[src/rtl/regfile_seq_pkg.sv]
// Shared encodings for the register-file sequencer: ALU opcodes and FSM states.
package regfile_seq_pkg;

  localparam int unsigned OP_W    = 2;
  localparam int unsigned STATE_W = 3;

  typedef enum logic [OP_W-1:0] {
    OP_ADD = 2'b00,
    OP_SUB = 2'b01,
    OP_AND = 2'b10,
    OP_OR  = 2'b11
  } op_e;

  typedef enum logic [STATE_W-1:0] {
    IDLE  = 3'd0,
    READ  = 3'd1,
    EXEC  = 3'd2,
    WRITE = 3'd3,
    RESP  = 3'd4
  } state_e;

endpackage

[src/rtl/regfile_seq_alu.sv]
// Combinational ALU for the sequencer: wrapping add/sub and bitwise and/or.
module regfile_seq_alu
  import regfile_seq_pkg::*;
#(
  parameter int unsigned DW = 32
) (
  input  op_e           op,
  input  logic [DW-1:0] a,
  input  logic [DW-1:0] b,
  output logic [DW-1:0] y
);

  // Add/sub deliberately drop the carry out: results wrap modulo 2^DW.
  always_comb begin
    y = '0;
    unique case (op)
      OP_ADD: y = a + b;
      OP_SUB: y = a - b;
      OP_AND: y = a & b;
      OP_OR:  y = a | b;
      default: y = '0;
    endcase
  end

endmodule

[src/rtl/regfile_sequencer.sv]
// Single-command sequencer: read two registers, apply an ALU op, write the
// destination register (never r0) and return the result over a handshake.
module regfile_sequencer
  import regfile_seq_pkg::*;
#(
  parameter int unsigned DW = 32,
  parameter int unsigned AW = 5
) (
  input  logic          clk,
  input  logic          rst,
  input  logic          cmd_valid,
  output logic          cmd_ready,
  input  logic [1:0]    cmd_op,
  input  logic [AW-1:0] cmd_rs,
  input  logic [AW-1:0] cmd_rt,
  input  logic [AW-1:0] cmd_rd,
  output logic [AW-1:0] rs,
  output logic [AW-1:0] rt,
  input  logic [DW-1:0] crs,
  input  logic [DW-1:0] crt,
  output logic [AW-1:0] rw,
  output logic [DW-1:0] dw,
  output logic          rwe,
  output logic          resp_valid,
  output logic [DW-1:0] resp_data,
  input  logic          resp_ready
);

  state_e        state, state_nxt;
  op_e           op_q;
  logic [AW-1:0] rd_q;
  logic [DW-1:0] opa_q, opb_q, result_q;
  logic [DW-1:0] alu_y;

  logic accept_c, capture_c, exec_done_c, write_done_c, resp_done_c;

  regfile_seq_alu #(.DW(DW)) u_alu (
    .op (op_q),
    .a  (opa_q),
    .b  (opb_q),
    .y  (alu_y)
  );

  always_ff @(posedge clk or posedge rst) begin
    if (rst) state <= IDLE;
    else     state <= state_nxt;
  end

  // Fixed walk through the states; only IDLE and RESP can wait.
  always_comb begin
    state_nxt    = state;
    accept_c     = 1'b0;
    capture_c    = 1'b0;
    exec_done_c  = 1'b0;
    write_done_c = 1'b0;
    resp_done_c  = 1'b0;
    unique case (state)
      IDLE: begin
        if (cmd_valid) begin
          accept_c  = 1'b1;
          state_nxt = READ;
        end
      end
      READ: begin
        capture_c = 1'b1;
        state_nxt = EXEC;
      end
      EXEC: begin
        exec_done_c = 1'b1;
        state_nxt   = WRITE;
      end
      WRITE: begin
        write_done_c = 1'b1;
        state_nxt    = RESP;
      end
      RESP: begin
        if (resp_ready) begin
          resp_done_c = 1'b1;
          state_nxt   = IDLE;
        end
      end
      default: state_nxt = IDLE;
    endcase
  end

  // Read addresses are loaded at acceptance so they are already valid in READ.
  always_ff @(posedge clk or posedge rst) begin
    if (rst) begin
      cmd_ready  <= 1'b1;
      op_q       <= OP_ADD;
      rd_q       <= '0;
      rs         <= '0;
      rt         <= '0;
      opa_q      <= '0;
      opb_q      <= '0;
      result_q   <= '0;
      rw         <= '0;
      dw         <= '0;
      rwe        <= 1'b0;
      resp_valid <= 1'b0;
      resp_data  <= '0;
    end else begin
      if (accept_c) begin
        op_q      <= op_e'(cmd_op);
        rd_q      <= cmd_rd;
        rs        <= cmd_rs;
        rt        <= cmd_rt;
        cmd_ready <= 1'b0;
      end
      if (capture_c) begin
        opa_q <= crs;
        opb_q <= crt;
      end
      if (exec_done_c) begin
        result_q <= alu_y;
        rw       <= rd_q;
        dw       <= alu_y;
        rwe      <= (rd_q != '0);
      end
      if (write_done_c) begin
        rwe        <= 1'b0;
        resp_valid <= 1'b1;
        resp_data  <= result_q;
      end
      if (resp_done_c) begin
        resp_valid <= 1'b0;
        cmd_ready  <= 1'b1;
      end
    end
  end

endmodule

[config.mk]
export PLATFORM = sky130hd
export DESIGN_NAME = regfile_sequencer
export DESIGN_NICKNAME = d
export VERILOG_FILES = /design/src/rtl/regfile_seq_pkg.sv /design/src/rtl/regfile_seq_alu.sv /design/src/rtl/regfile_sequencer.sv
export SDC_FILE = /design/constraint.sdc
export NUM_CORES = 1
export LEC_CHECK = 0
export CORE_MARGIN = 4
export CORE_UTILIZATION = 35
export CTS_BUF_LIST = sky130_fd_sc_hd__clkbuf_16
export CTS_CLUSTER_DIAMETER = 200
export CTS_CLUSTER_SIZE = 25
export DETAILED_ROUTE_END_ITERATION = 7
export PLACE_DENSITY = 0.63
export SETUP_SLACK_MARGIN = 0.1
export SLEW_MARGIN = 20
export SYNTH_ARGS = -nofsm -noshare
export SYNTH_HDL_FRONTEND = slang
export SYNTH_SLANG_ARGS = --single-unit
export TNS_END_PERCENT = 50
[constraint.sdc]
create_clock -name clk -period 9.1 [get_ports clk]
set_input_delay 0.91 -clock clk [delete_from_list [all_inputs] [get_ports clk]]
set_output_delay 0.91 -clock clk [all_outputs]
set_load 0.01 [all_outputs]
Yosys cells after proc, flatten, opt, wreduce, memory -nomap -nowiden

Cells that the tools add are included.
W data, S select, Z words.

Register bits: 156
Word-level logic and storage cells: 50

Add/sub/neg operators: 2
Equal/unequal tests: 9
Muxes and demuxes: 17
Bitwise gates (word level): 2
Reductions and logical operators: 7

Operator list:

| operator             | number |
|---|---|
| $pmux W32 S4         | 1 |
| $add A32 B32 Y32     | 1 |
| $and A32 B32 Y32     | 1 |
| $or A32 B32 Y32      | 1 |
| $sub A32 B32 Y32     | 1 |
| $pmux W3 S5          | 1 |
| $mux W1              | 13 |
| $eq A3 B2 Y1 const B | 2 |
| $mux W3              | 2 |
| $reduce_bool A2 Y1   | 3 |
| $reduce_bool A5 Y1   | 1 |
| $eq A2 B2 Y1 const B | 2 |
| $ne A2 B2 Y1 const B | 2 |
| $eq A3 B1 Y1 const B | 1 |
| $eq A3 B3 Y1 const B | 1 |
| $logic_not A3 Y1     | 1 |
| $eq A2 B1 Y1 const B | 1 |
| $logic_not A2 Y1     | 1 |
| $reduce_and A2 Y1    | 1 |

Depth between registers and ports, before layout

Word-level depth: 4
Mapped depth: 17
Gate-level depth less buffers: 17

Modules after synthesis

From an unflattened synthesis, not the netlist that was laid out.

Cells, all modules: 764
Area total of the unflattened synthesis: 8803.4 um^2

Modules (own cells, without submodules):

| module            | times used | cells an instance | area an instance (um^2) | sequential area each (um^2) |
|---|---|---|---|---|
| regfile_sequencer | 1          | 346               | 5870.6                  | 3905.0 |
| regfile_seq_alu   | 1          | 418               | 2932.8                  | 0.0 |

Worst setup path before layout

Ideal clock, no wire load.

Path type: register to register
From: register opb_q[0]
To: register result_q[24]
Arrival time: 3.513 ns
Slack: 5.499 ns
Stages on the path, launching flop included: 16
Cell sequence: dfrtp_1 inv_1 ha_1 nand3b_1 or4_1 nor2_1 nand2_1 o31ai_1 xor2_1 ha_1 nand2_1 nor3_1 and3_1 a311oi_1 or4b_1 a41oi_1

Longest elaborated chain between the ends: 2

RTL lines:

| what                                                 | RTL line                                     | RTL |
|---|---|---|
| start, declared                                      | regfile_sequencer.sv:32                      | `logic [DW-1:0] opa_q, opb_q, result_q;` |
| start signal, assigned                               | regfile_sequencer.sv:112                     | `opb_q <= crt;` |
| $sub A32 B32 Y32 or $add A32 B32 Y32 (tied branches) | regfile_seq_alu.sv:18, regfile_seq_alu.sv:17 |  |
| $pmux W32 S4 (*)                                     | regfile_seq_alu.sv:16                        | `unique case (op)` |
| end signal, assigned                                 | regfile_sequencer.sv:115                     | `result_q <= alu_y;` |
| end, declared                                        | regfile_sequencer.sv:32                      |  |

Mark *: on every way between the ends. The rest lies on a longest branch, timed or not.
A chain may end at the register's enable or synchronous reset.

Final worst setup path

Ends and elaborated chain as after synthesis.

==> results.py <==
metrics = {
    "global_routing": {
        "overflow": 0,
        "grt.total_usage": 0.175,
        "grt_max_degree": 69,
        "antenna_found_initial": 0,
        "grt_first_pass_wirelength_um": 37400,
        "first_global_vias": 6719,
    },
    "setup_path": {
        "crit_fanout": 6,
        "cp-start-kind": "register",
        "slowest_stage": "or4b_1",
        "crit_arrival_ps": 4550,
        "path_class": "register to register",
        "critPathRequiredTime_ps": 9440,
        "end_kind": "register",
        "slowest_delay_ps": 500,
        "worstPathCellList": "inv_1, ha_1, nand3b_1, or4_1, nor2_1, nand2_1, o31ai_1, xor2_1, ha_1, nand2_1, nor3_1, and3_1, a311oi_1, or4b_1, a41oi_1",
    },
    "final_layout": {
        "instances_no_fill": 1314,
        "nets": 1098,
        "areaGrowthSynthToFinish_pct": 29.6,
        "diodes": 0,
        "drive_gt1_frac": 0.160,
    },
    "outcome": {
        "outcome": "complete, no violations",
    },
    "synthesis": {
        "syn-num-nets": 940,
        "synth_flop_cell": "dfrtp_1",
        "async_reset_ff_frac": 1.00,
        "synth_area_mm2": 0.00859,
        "synth_edf_count": 0,
        "synth_cell_type_count": 58,
        "syn_inst": 820,
        "yosysWarningCount": 0,
        "syn_area_per_cell_um2": 10.5,
        "synth-seq-cells": 156,
        "ys_seq_area_frac": 0.454,
    },
    "timing": {
        "slew_violations": 0,
        "tns_ps": 0,
        "fin_crit_ps": 4210,
        "worst_pin_slew_ps": 920,
        "hold_viol_final": 0,
        "relSlewSlack": 0.385,
        "rsz0062_at_grt": "no",
        "min_period_over_period": 0.463,
        "setup_viol": 0,
        "skew_ps": 8.60,
        "max_freq_mhz": 237,
    },
    "cts": {
        "cts.repair.resized": 0,
        "cts-buffers-inserted": 17,
        "root_buffer": "clkbuf_16",
        "cts_sinks": 156,
        "clk_path_buf_depth": 2,
        "post_cts_buffers": 0,
        "htree_levels": 4,
        "cts_tree": "done",
        "path_clk_slew_ps": 70,
        "insertion_delay_ps": 430,
        "hold_buffers": 0,
    },
    "die": {
        "die_width_um": 165,
        "dieArea_mm2": 0.0271,
        "row_count": 57,
        "pin_count": 167,
        "start_util": 0.354,
        "die_y_um": 165,
        "core_mm2": 0.0242,
    },
    "detailed_routing": {
        "routed_wirelength_um": 23300,
        "num_vias": 6709,
        "route.detailed.drc": 0,
        "wl_per_cell_um": 17.7,
        "drt.antenna.violating_nets": 0,
        "avgViaCountPerCell": 5.11,
        "dr.pass1.iters": 4,
        "drt_iter0_markers": 313,
    },
    "placement": {
        "place_inst": 1283,
        "numPortBuffers": 166,
        "place_hpwl_um": 17200,
        "gp_congestion": 0.909,
    },
    "flow_run": {
        "maxCapViolations": 0,
    },
    "hold_path": {
        "hp-class": "register to register",
    },
}
==> per-layer routing <==
metal	wire, um	track usage
met1	11300	0.249
met2	10700	0.280
met3	1040	0.0272
met4	257	0.0431
met5	0	0
==> cell usage in the layout (no fill, tap or decap), drive strengths merged, types with 12 or more instances in the layout <==
master / count
a21oi: 63
clkbuf: 17
clkdlybuf4s50: 166
dfrtp: 155
ha: 34
inv: 12
maj3: 24
mux2: 111
nand2: 72
nor2: 58
o21ai: 71
xnor2: 27
xor2: 29
==> final cells by class <==
type,count,area [um^2]
Inverter,11,46.3
Multi-Input combinational cell,616,4510
Clock inverter,14,105
Tap cell,324,405
Clock buffer,17,425
Fill cell,2287,13100
Timing Repair Buffer,176,1740
Sequential cell,156,3910
==> through the flow <==
step                      worst slack (ps)  instance area, um^2  utilization  hold WS (ps)
after floorplan                       3990                 8590            -           448
after global placement                4980                10600        0.437           460
after detailed placement              4940                10600        0.437           476
after CTS                             4910                11100        0.459           491
after global routing                  4370                11100        0.459           510
final                                 4890                11100        0.459           484
==> sequential cells by signal, summed over array words and instances (netlist names), 2 cells and up <==
register	flops
opa_q	32
opb_q	32
resp_data	32
result_q	32
rd_q	5
rs	5
rt	5
rw	5
state	3
op_q	2
==> cells in the mapped netlist (3+ instances only) <==
master	instances	share of area
ha_1	34	0.050
or4_1	3	0.0026
o21ai_0	65	0.038
buf_1	10	0.0044
maj3_1	24	0.028
a31oi_1	6	0.0044
nor2b_1	6	0.0044
o21ai_1	5	0.0029
a22oi_1	11	0.0096
o31ai_1	6	0.0052
nand3_1	11	0.0064
clkbuf_1	25	0.011
nor4_1	4	0.0029
nand3b_1	3	0.0026
nand4_1	3	0.0022
mux2_2	111	0.15
xor2_1	29	0.030
mux2i_1	4	0.0047
a21o_1	7	0.0061
inv_1	11	0.0048
xnor2_1	27	0.028
nand2b_1	8	0.0058
and3_1	8	0.0058
a21oi_1	63	0.037
dfrtp_1	155	0.45
nor2_1	58	0.025
o21bai_1	5	0.0044
nor3_1	6	0.0035
nand2_1	72	0.031
==> cells by family (layout without fill, tap and decap cells) <==
family          after synthesis  count (layout)  share of synthesized area
compound gates              194             194                      0.135
simple gates                192             192                      0.102
flops                       156             156                      0.454
mux                         115             115                      0.150
fa+ha+maj                    59              59                     0.0798
xor+xnor                     56              56                     0.0571
buf+inv                      48             218                     0.0213
==> final timing paths <==
kind,cells after the start,end,slack [ps],from
hold reg to reg,2,rw[0]$_DFFE_PP0P_,480,rw[0]$_DFFE_PP0P_
setup / recovery,15,result_q[24]$_DFFE_PP0P_,4890,opb_q[0]$_DFFE_PP0P_
min in group asynchronous,2,rd_q[2]$_DFFE_PP0P_,920,rst
hold / removal,2,rw[0]$_DFFE_PP0P_,480,rw[0]$_DFFE_PP0P_
max in group asynchronous,3,opa_q[16]$_DFFE_PP0P_,7080,rst
setup reg to reg,15,result_q[24]$_DFFE_PP0P_,4890,opb_q[0]$_DFFE_PP0P_
==> critical path: cells and delay by family, from the launching register on <==
family | cells | cell delay [ps]
buffers and inverters | 1 | 100
AND/OR/NAND/NOR | 8 | 2330
flip-flops | 1 | 410
XOR/XNOR | 1 | 110
adder cells (fa/ha/maj) | 2 | 600
AO/OA/AOI/OAI | 3 | 570
Power is not shown: default switching activity piles up to over one toggle a cycle in this logic, so the estimate is an artifact.
